[src/rtl/unified_mem_arbiter.sv]
// Shares one single-port synchronous memory (1-cycle read latency) between the
// instruction-fetch and data ports of the core; data has priority, fetch is starvation-bounded.
module unified_mem_arbiter #(
  parameter int P_DATA_WIDTH   = 32,
  parameter int P_ADDR_WIDTH   = 11,
  parameter int P_STARVE_LIMIT = 4
) (
  input  logic                    i_clk,
  input  logic                    i_rst,
  input  logic                    i_if_req,
  input  logic [P_ADDR_WIDTH-1:0] i_if_addr,
  output logic                    o_if_gnt,
  output logic                    o_if_rvalid,
  output logic [P_DATA_WIDTH-1:0] o_if_rdata,
  input  logic                    i_d_req,
  input  logic                    i_d_we,
  input  logic [P_ADDR_WIDTH-1:0] i_d_addr,
  input  logic [P_DATA_WIDTH-1:0] i_d_wdata,
  input  logic [2:0]              i_d_storetype,
  output logic                    o_d_gnt,
  output logic                    o_d_rvalid,
  output logic [P_DATA_WIDTH-1:0] o_d_rdata,
  output logic                    o_mem_en,
  output logic                    o_mem_we,
  output logic [P_ADDR_WIDTH-1:0] o_mem_addr,
  output logic [P_DATA_WIDTH-1:0] o_mem_wdata,
  output logic [2:0]              o_mem_storetype,
  input  logic [P_DATA_WIDTH-1:0] i_mem_rdata
);

  // Handshake: a request (i_*_req) is accepted in the same cycle its grant is
  // high; an ungranted request is simply not served and must be re-presented.
  // Read responses are flagged by a one-cycle rvalid pulse on the owning port.

  localparam logic [3:0] LP_LIMIT = 4'(P_STARVE_LIMIT);

  typedef enum logic [1:0] {
    OWN_NONE = 2'd0,
    OWN_IF   = 2'd1,
    OWN_D    = 2'd2
  } owner_t;

  owner_t     r_rd_owner;
  owner_t     w_rd_owner_nxt;
  logic [3:0] r_starve_cnt;
  logic [3:0] w_starve_nxt;
  logic       w_if_win;
  logic       w_d_win;
  logic       w_fetch_forced;

  assign w_fetch_forced = (r_starve_cnt == LP_LIMIT);

  // Winner selection; reset suppresses every grant.
  always_comb begin
    w_if_win = 1'b0;
    w_d_win  = 1'b0;
    if (!i_rst) begin
      if (i_if_req && i_d_req) begin
        if (w_fetch_forced) w_if_win = 1'b1;
        else                w_d_win  = 1'b1;
      end else if (i_if_req) begin
        w_if_win = 1'b1;
      end else if (i_d_req) begin
        w_d_win = 1'b1;
      end
    end
  end

  assign o_if_gnt = w_if_win;
  assign o_d_gnt  = w_d_win;

  // Memory port mux; all fields forced to zero when idle.
  always_comb begin
    o_mem_en        = 1'b0;
    o_mem_we        = 1'b0;
    o_mem_addr      = '0;
    o_mem_wdata     = '0;
    o_mem_storetype = 3'b000;
    if (w_if_win) begin
      o_mem_en   = 1'b1;
      o_mem_addr = i_if_addr;
    end else if (w_d_win) begin
      o_mem_en        = 1'b1;
      o_mem_we        = i_d_we;
      o_mem_addr      = i_d_addr;
      o_mem_wdata     = i_d_wdata;
      o_mem_storetype = i_d_storetype;
    end
  end

  // Next read owner: tracks who issued the read whose data returns next cycle.
  always_comb begin
    w_rd_owner_nxt = OWN_NONE;
    if (w_if_win)                w_rd_owner_nxt = OWN_IF;
    else if (w_d_win && !i_d_we) w_rd_owner_nxt = OWN_D;
  end

  always_comb begin
    w_starve_nxt = 4'd0;
    if (i_if_req && !w_if_win) begin
      if (r_starve_cnt >= LP_LIMIT) w_starve_nxt = LP_LIMIT;
      else                          w_starve_nxt = r_starve_cnt + 4'd1;
    end
  end

  always_ff @(posedge i_clk) begin
    if (i_rst) begin
      r_rd_owner   <= OWN_NONE;
      r_starve_cnt <= 4'd0;
    end else begin
      r_rd_owner   <= w_rd_owner_nxt;
      r_starve_cnt <= w_starve_nxt;
    end
  end

  // Gating with i_rst drops a response that would land in the reset cycle itself.
  assign o_if_rvalid = (r_rd_owner == OWN_IF) && !i_rst;
  assign o_d_rvalid  = (r_rd_owner == OWN_D)  && !i_rst;
  assign o_if_rdata  = i_mem_rdata;
  assign o_d_rdata   = i_mem_rdata;

endmodule

[config.mk]
export PLATFORM = sky130hd
export DESIGN_NAME = unified_mem_arbiter
export DESIGN_NICKNAME = d
export VERILOG_FILES = /design/src/rtl/unified_mem_arbiter.sv
export SDC_FILE = /design/constraint.sdc
export NUM_CORES = 1
export LEC_CHECK = 0
export BUFFER_PORTS_ARGS = -buffer_cell sky130_fd_sc_hd__buf_2
export CAP_MARGIN = 20
export CORE_AREA = 5 5 78 80
export DETAILED_ROUTE_END_ITERATION = 6
export DIE_AREA = 0 0 83 85
export GPL_ROUTABILITY_DRIVEN = 0
export PLACE_DENSITY = 0.64
export SLEW_MARGIN = 30
export SYNTH_ARGS = -nofsm -noshare
export SYNTH_HDL_FRONTEND = slang
export SYNTH_SLANG_ARGS = --single-unit
[constraint.sdc]
create_clock -name i_clk -period 2.25 [get_ports i_clk]
set_clock_uncertainty 0.2 [all_clocks]
set_input_delay 0.45 -clock i_clk [delete_from_list [all_inputs] [get_ports i_clk]]
set_output_delay 0.45 -clock i_clk [all_outputs]
set_load 0.02 [all_outputs]
==> flow_metrics.env, run 1 <==
export IMPL_dp_cells=264
export IMPL_wirelength_mm=3.79
export IMPL_die_h_um=85
export IMPL_dieWidth_um=83
export IMPL_io_pins=210
export IMPL_min_path_type="input pin to flop"
export IMPL_ir_drop_mv=0.185
export IMPL_crit_type="flop to output pin"
export IMPL_rsz0062_at_grt="true"
export IMPL_synth_seq_cells=6
export IMPL_cts_tree="built"
export IMPL_synthCells=146
export IMPL_path_clk_slew_ps=40
export IMPL_die_area_sq_mm=0.00706
export IMPL_nNetsFinal=300
export IMPL_grt_max_degree=22
export IMPL_critPathMaxFanout=6
export IMPL_r2r_cells=6
export IMPL_multi_input_area_sq_um=499
export IMPL_p_sw_share_pct=32.1
export IMPL_ys_warn_count=0
export IMPL_grt_pass1_vias=1140
export IMPL_slew_viol_final=0
export IMPL_pwr_share_comb_pct=48.4
export IMPL_syn_area_sq_mm=0.00111
export IMPL_n_antenna_cell=0
export IMPL_clkPwrFrac_pct=29.8
export IMPL_fmax_mhz=454
export IMPL_fillCellCount=581
export IMPL_post_dp_hpwl_mm=2.72
export IMPL_timing_setup_tns_ps=0
export IMPL_setup_viol=0
export IMPL_final_antenna_net_count=0
export IMPL_p_seq_share_pct=21.8
export IMPL_root_buffer="clkbuf_8"
export IMPL_post_place_ws_ps=76.9
export IMPL_cts_sinks=6
export IMPL_holdBufCountCts=0
export IMPL_drive_above_1_share_pct=66.3
export IMPL_holdPathStages=2
export IMPL_seq_area_sq_um=123
export IMPL_min_period_ps=2200
export IMPL_synth_nets=242
export IMPL_p_per_area_mw_per_mm2=338
export IMPL_clock_path_buffers=2
export IMPL_coreArea_sq_mm=0.00534
export IMPL_hold_viol=0
export IMPL_drcViolationCount=0
export IMPL_power_internal_uw=354
export IMPL_row_count=27
export IMPL_antenna_found_initial=0
export IMPL_seq_area_frac_synth_pct=10.8
export IMPL_regToRegSetupSlack_ps=800
export IMPL_overflow=0
export IMPL_arrival_ps=1550
export IMPL_avgViaCountPerCell=3.82
export IMPL_power_leakage_uw=0.000859
export IMPL_status="finished, final reports clean"
export IMPL_placement_io_buffers=113
export IMPL_critPathRequiredTime_ps=1600
export IMPL_grt_usage_pct=9.92
export IMPL_p_total_uw=522
export IMPL_drt_pass1_iter_count=4
export IMPL_drtIter0Drc=47
export IMPL_grt_pass1_wl_mm=5.73
export IMPL_finalCritPeriodShare_pct=97.8
export IMPL_vias=1048
export IMPL_cts_made_buffers=3
export IMPL_drv_cap=0
export IMPL_start_util_pct=20.8
export IMPL_critPathLaunchType="flop"
export IMPL_synth_distinct_cells=21
export IMPL_setup_slack_ps=49.6
export IMPL_clkLatencyLatePin_ps=220
export IMPL_htree_levels=1
export IMPL_area_delta_synth_final_pct=38.8
export IMPL_syn_avg_cell_area_sq_um=7.62
export IMPL_final_cells=274
export IMPL_wl_per_cell_um=13.8
export IMPL_hold_slack_ps=232
export IMPL_worstSetupEndpointType="output pin"
export IMPL_p_sw_uw=168
[cell usage in the layout (no fill, tap or decap)]
master / count
buf_2: 93
and2_1: 35
buf_6: 15
buf_4: 13
a22o_1: 11
dfxtp_1: 4
clkbuf_8: 3
inv_2: 2
nand3b_1: 2
nand2b_1: 2
nor3b_1: 2
nor2_1: 2
a21oi_1: 2
dfxtp_2: 2
a21oi_4: 1
inv_1: 1
a41oi_4: 1
and2_4: 1
nor2b_1: 1
nand2_1: 1
o21ai_0: 1
nor4_1: 1
nor4b_1: 1
ha_4: 1
ha_1: 1
buf_16: 1
buf_12: 1
conb_1: 1
[flip-flops by register name, summed over array words and instances, names as in the netlist]
register / flops
r_starve_cnt: 4
r_rd_owner: 2
[synth_stat cells, drive strengths merged]
| cell | instances | area share, % |
|---|---|---|
| buf | 68 | 46 |
| and2 | 36 | 20 |
| a22o | 11 | 8.7 |
| dfxtp | 6 | 11 |
| a21oi | 3 | 1.3 |
| inv | 3 | 1.0 |
| clkbuf | 2 | 0.68 |
| ha | 2 | 2.2 |
| nand2b | 2 | 1.1 |
| nand3b | 2 | 1.3 |
| nor2 | 2 | 0.68 |
| nor3b | 2 | 1.3 |
| a41oi | 1 | 1.5 |
| conb | 1 | 0.34 |
| nand2 | 1 | 0.34 |
| nor2b | 1 | 0.56 |
| nor4 | 1 | 0.56 |
| nor4b | 1 | 0.79 |
| o21ai | 1 | 0.45 |
[power by group through the flow]
stage	Clock, uW	Sequential, uW	Combinational [uW]
2_1_floorplan	0	114	276
3_3_place_gp	0	115	210
3_5_place_dp	0	115	212
4_1_cts	161	114	240
5_1_grt	170	114	275
6_report	155	114	252
[critical path: stages (launching register included)]
cell and delay, ps:
dfxtp_2 310, inv_2 60, ha_4 160, nand3b_1 150
a21oi_4 220, buf_6 150, a22o_1 160, buf_6 120
[final timing paths]
check | start | end
worst max-delay path | r_starve_cnt[1]$_SDFF_PP0_ | o_mem_addr[2]
worst min-delay path | i_d_we | r_rd_owner[1]$_SDFF_PP0_
worst max register to register | r_starve_cnt[0]$_SDFF_PP0_ | r_rd_owner[1]$_SDFF_PP0_
worst min register to register | r_starve_cnt[0]$_SDFF_PP0_ | r_starve_cnt[0]$_SDFF_PP0_
[stage by stage]
step	util [%]	instance area (sq um)
CTS	27.4	1460
detailed placement	24.3	1290
global placement	24.3	1290
finish	28.9	1540
floorplan	-	1110
global route	28.9	1540
[logic make-up (layout without fill, tap and decap cells)]
family | after synthesis | after routing | share of synthesized area, %
buffers and inverters | 73 | 129 | 47.7
AND/OR/NAND/NOR | 48 | 48 | 27.0
AO/OA/AOI/OAI | 16 | 16 | 11.9
flip-flops | 6 | 6 | 10.8
adder cells (fa/ha/maj) | 2 | 2 | 2.25
other | 1 | 1 | 0.337
[layer usage]
| layer | GRT usage [%] | share of wire (%) | vias to the layer above |
|---|---|---|---|
| met5 | 0 | 0 | - |
| met4 | 4.46 | 2.9 | 0 |
| met3 | 4.47 | 12 | 21 |
| met2 | 19.0 | 53 | 70 |
| met1 | 8.96 | 32 | 442 |
| li1 | - | - | 515 |
[timing repair]
| item | 4_1_cts | 5_1_grt |
|---|---|---|
| pin swaps | 4 | 12 |
| hold endpoints to repair | 0 | 0 |
| gates resized for setup | 24 | 24 |
| gates cloned | 2 | 0 |
| setup buffers | 3 | 2 |
| setup endpoints to repair | 47 | 48 |
[cell type report]
cell class              count  area share (%)
flip-flops and latches      6            7.94
repair buffers            123            50.5
clock buffers               3            2.67
inverters                   3           0.729
multi-input cells          67            32.3
well taps                  72            5.83
(Power assumes the default switching activity.)
==> run 2: changes to the inputs <==
--- a/config.mk
+++ b/config.mk
@@ -5,6 +5,7 @@
 export SDC_FILE = /design/constraint.sdc
 export NUM_CORES = 1
 export LEC_CHECK = 0
+export ABC_CLOCK_PERIOD_IN_PS = 2250
 export BUFFER_PORTS_ARGS = -buffer_cell sky130_fd_sc_hd__buf_2
 export CAP_MARGIN = 20
 export CORE_AREA = 5 5 78 80
==> constraint.sdc (replaced) <==
create_clock -name i_clk -period 2.25 [get_ports i_clk]
set_clock_uncertainty 0.2 [all_clocks]
set_input_delay 0.675 -clock i_clk [delete_from_list [all_inputs] [get_ports i_clk]]
set_output_delay 0.675 -clock i_clk [all_outputs]
set_load 0.02 [all_outputs]
==> run 2 against run 1 <==
Net effect: the run now ends with setup timing left; sequential power barely moved; die area did not move; sequential share of layout area fell by 1.4 points; first-iteration DRC count fell by 70%; count of clock-buffer cells in the layout did not move; clock power rose by 4%; via count rose by 1.8%; sequential cell count did not move; non-clock buffer count rose by 1; setup slack got worse by 350 ps; final area rose by 20%; largest power group unchanged.
==> flow_metrics.env, run 2 (synthesis gave the netlist of run 1 again) <==
export IMPL_fillCellCount=544
export IMPL_critPathRequiredTime_ps=1370
export IMPL_min_path_type="flop to flop"
export IMPL_nNetsFinal=301
export IMPL_hold_slack_ps=275
export IMPL_seq_area_sq_um=120
export IMPL_die_area_sq_mm=0.00706
export IMPL_path_clk_slew_ps=40
export IMPL_drtIter0Drc=14
export IMPL_hold_viol=0
export IMPL_row_count=27
export IMPL_worstSetupEndpointType="output pin"
export IMPL_multi_input_area_sq_um=578
export IMPL_start_util_pct=20.8
export IMPL_wl_per_cell_um=13.4
export IMPL_status="finished with violations"
export IMPL_violations="setup timing"
export IMPL_largest_reg_flops=4
export IMPL_holdBufCountCts=0
export IMPL_clkLatencyLatePin_ps=220
export IMPL_coreArea_sq_mm=0.00534
export IMPL_critPathLaunch="i_rst"
export IMPL_timing_setup_tns_ps=-12200
export IMPL_overflow=0
export IMPL_dieWidth_um=83
export IMPL_arrival_ps=1670
export IMPL_grt_max_degree=22
export IMPL_cts_sinks=6
export IMPL_antenna_found_initial=0
export IMPL_io_pins=210
export IMPL_critPathLaunchType="input pin"
export IMPL_crit_type="input pin to output pin"
export IMPL_drt_pass1_iter_count=4
export IMPL_min_period_ps=2550
export IMPL_area_delta_synth_final_pct=66.3
export IMPL_layout_common_cells="buf_2, buf_6, and2_4"
export IMPL_htree_levels=1
export IMPL_reg2reg_from="r_starve_cnt[0]$_SDFF_PP0_"
export IMPL_final_antenna_net_count=0
export IMPL_power_leakage_uw=0.000956
export IMPL_p_total_uw=584
export IMPL_setup_viol=49
export IMPL_reg_top3="r_starve_cnt x4, r_rd_owner x2"
export IMPL_slew_viol_final=0
export IMPL_wirelength_mm=3.69
export IMPL_avgViaCountPerCell=3.88
export IMPL_drive_above_1_share_pct=83.7
export IMPL_fmax_mhz=393
export IMPL_root_buffer="clkbuf_8"
export IMPL_grt_pass1_wl_mm=5.85
export IMPL_drcViolationCount=0
export IMPL_drv_cap=0
export IMPL_critPathMaxFanout=10
export IMPL_placement_io_buffers=113
export IMPL_p_per_area_mw_per_mm2=316
export IMPL_n_antenna_cell=0
export IMPL_clock_path_buffers=2
export IMPL_grt_pass1_vias=1238
export IMPL_min_from="r_starve_cnt[3]$_SDFF_PP0_"
export IMPL_rsz0062_at_grt="true"
export IMPL_ir_drop_mv=0.208
export IMPL_final_common_cell="buf_2"
export IMPL_cts_made_buffers=3
export IMPL_vias=1067
export IMPL_largest_register="r_starve_cnt"
export IMPL_finalCritPeriodShare_pct=113
export IMPL_die_h_um=85
export IMPL_setup_slack_ps=-296
export IMPL_post_dp_hpwl_mm=2.69
export IMPL_grt_usage_pct=9.99
export IMPL_cts_tree="built"
==> run 2: worst paths after layout <==
check | to | slack [ps] | cells after the start
worst max-delay path | o_mem_wdata[23] | -300 | 7
worst min-delay path | r_starve_cnt[0]$_SDFF_PP0_ | 270 | 1
worst max register to register | r_rd_owner[1]$_SDFF_PP0_ | 780 | 5
worst min register to register | r_starve_cnt[0]$_SDFF_PP0_ | 270 | 1
==> run 2: per-layer routing <==
layer / track usage [%] / vias up / routed length (um)
met4: 3.12 / 0 / 59
met3: 4.47 / 12 / 458
met1: 10.8 / 461 / 1360
met5: 0 / - / 0
met2: 17.5 / 78 / 1810
li1: - / 516 / -
==> run 2: power by group <==
| group | leakage, uW | switching (uW) | internal [uW] |
|---|---|---|---|
| clock network | 0.0000216 | 45.7 | 115 |
| registers | 0.0000492 | 3.04 | 111 |
| logic | 0.000885 | 134 | 176 |
==> run 2: area by class of cell <==
type                    count  share of cell area, %
repair buffers            124                   54.5
multi-input cells          67                   31.3
flip-flops and latches      6                   6.50
well taps                  72                   4.87
clock buffers               3                   2.23
inverters                   3                  0.609
==> run 2: timing repair <==
| action | in CTS | in global routing |
|---|---|---|
| cloned | 1 | 1 |
| setup buffers | 3 | 1 |
| pin swaps | 1 | 6 |
| gates resized for setup | 104 | 3 |
| endpoints found under the setup margin | 49 | 51 |
==> run 2: per-stage QoR <==
step / utilization, % / setup slack [ps] / area [sq um] / std cells
after floorplan: - / -87.2 / 1230 / 146
after global placement: 26.9 / -305 / 1440 / 269
after detailed placement: 26.9 / -342 / 1440 / 269
after CTS: 34.7 / -287 / 1850 / 276
after global routing: 34.6 / -340 / 1850 / 275
final: 34.6 / -296 / 1850 / 275
==> run 2: critical path: stages <==
cell	delay, ps
buf_8	100
nand2b_4	130
a41oi_4	190
buf_6	160
clkbuf_16	150
and2_2	150
buf_6	110
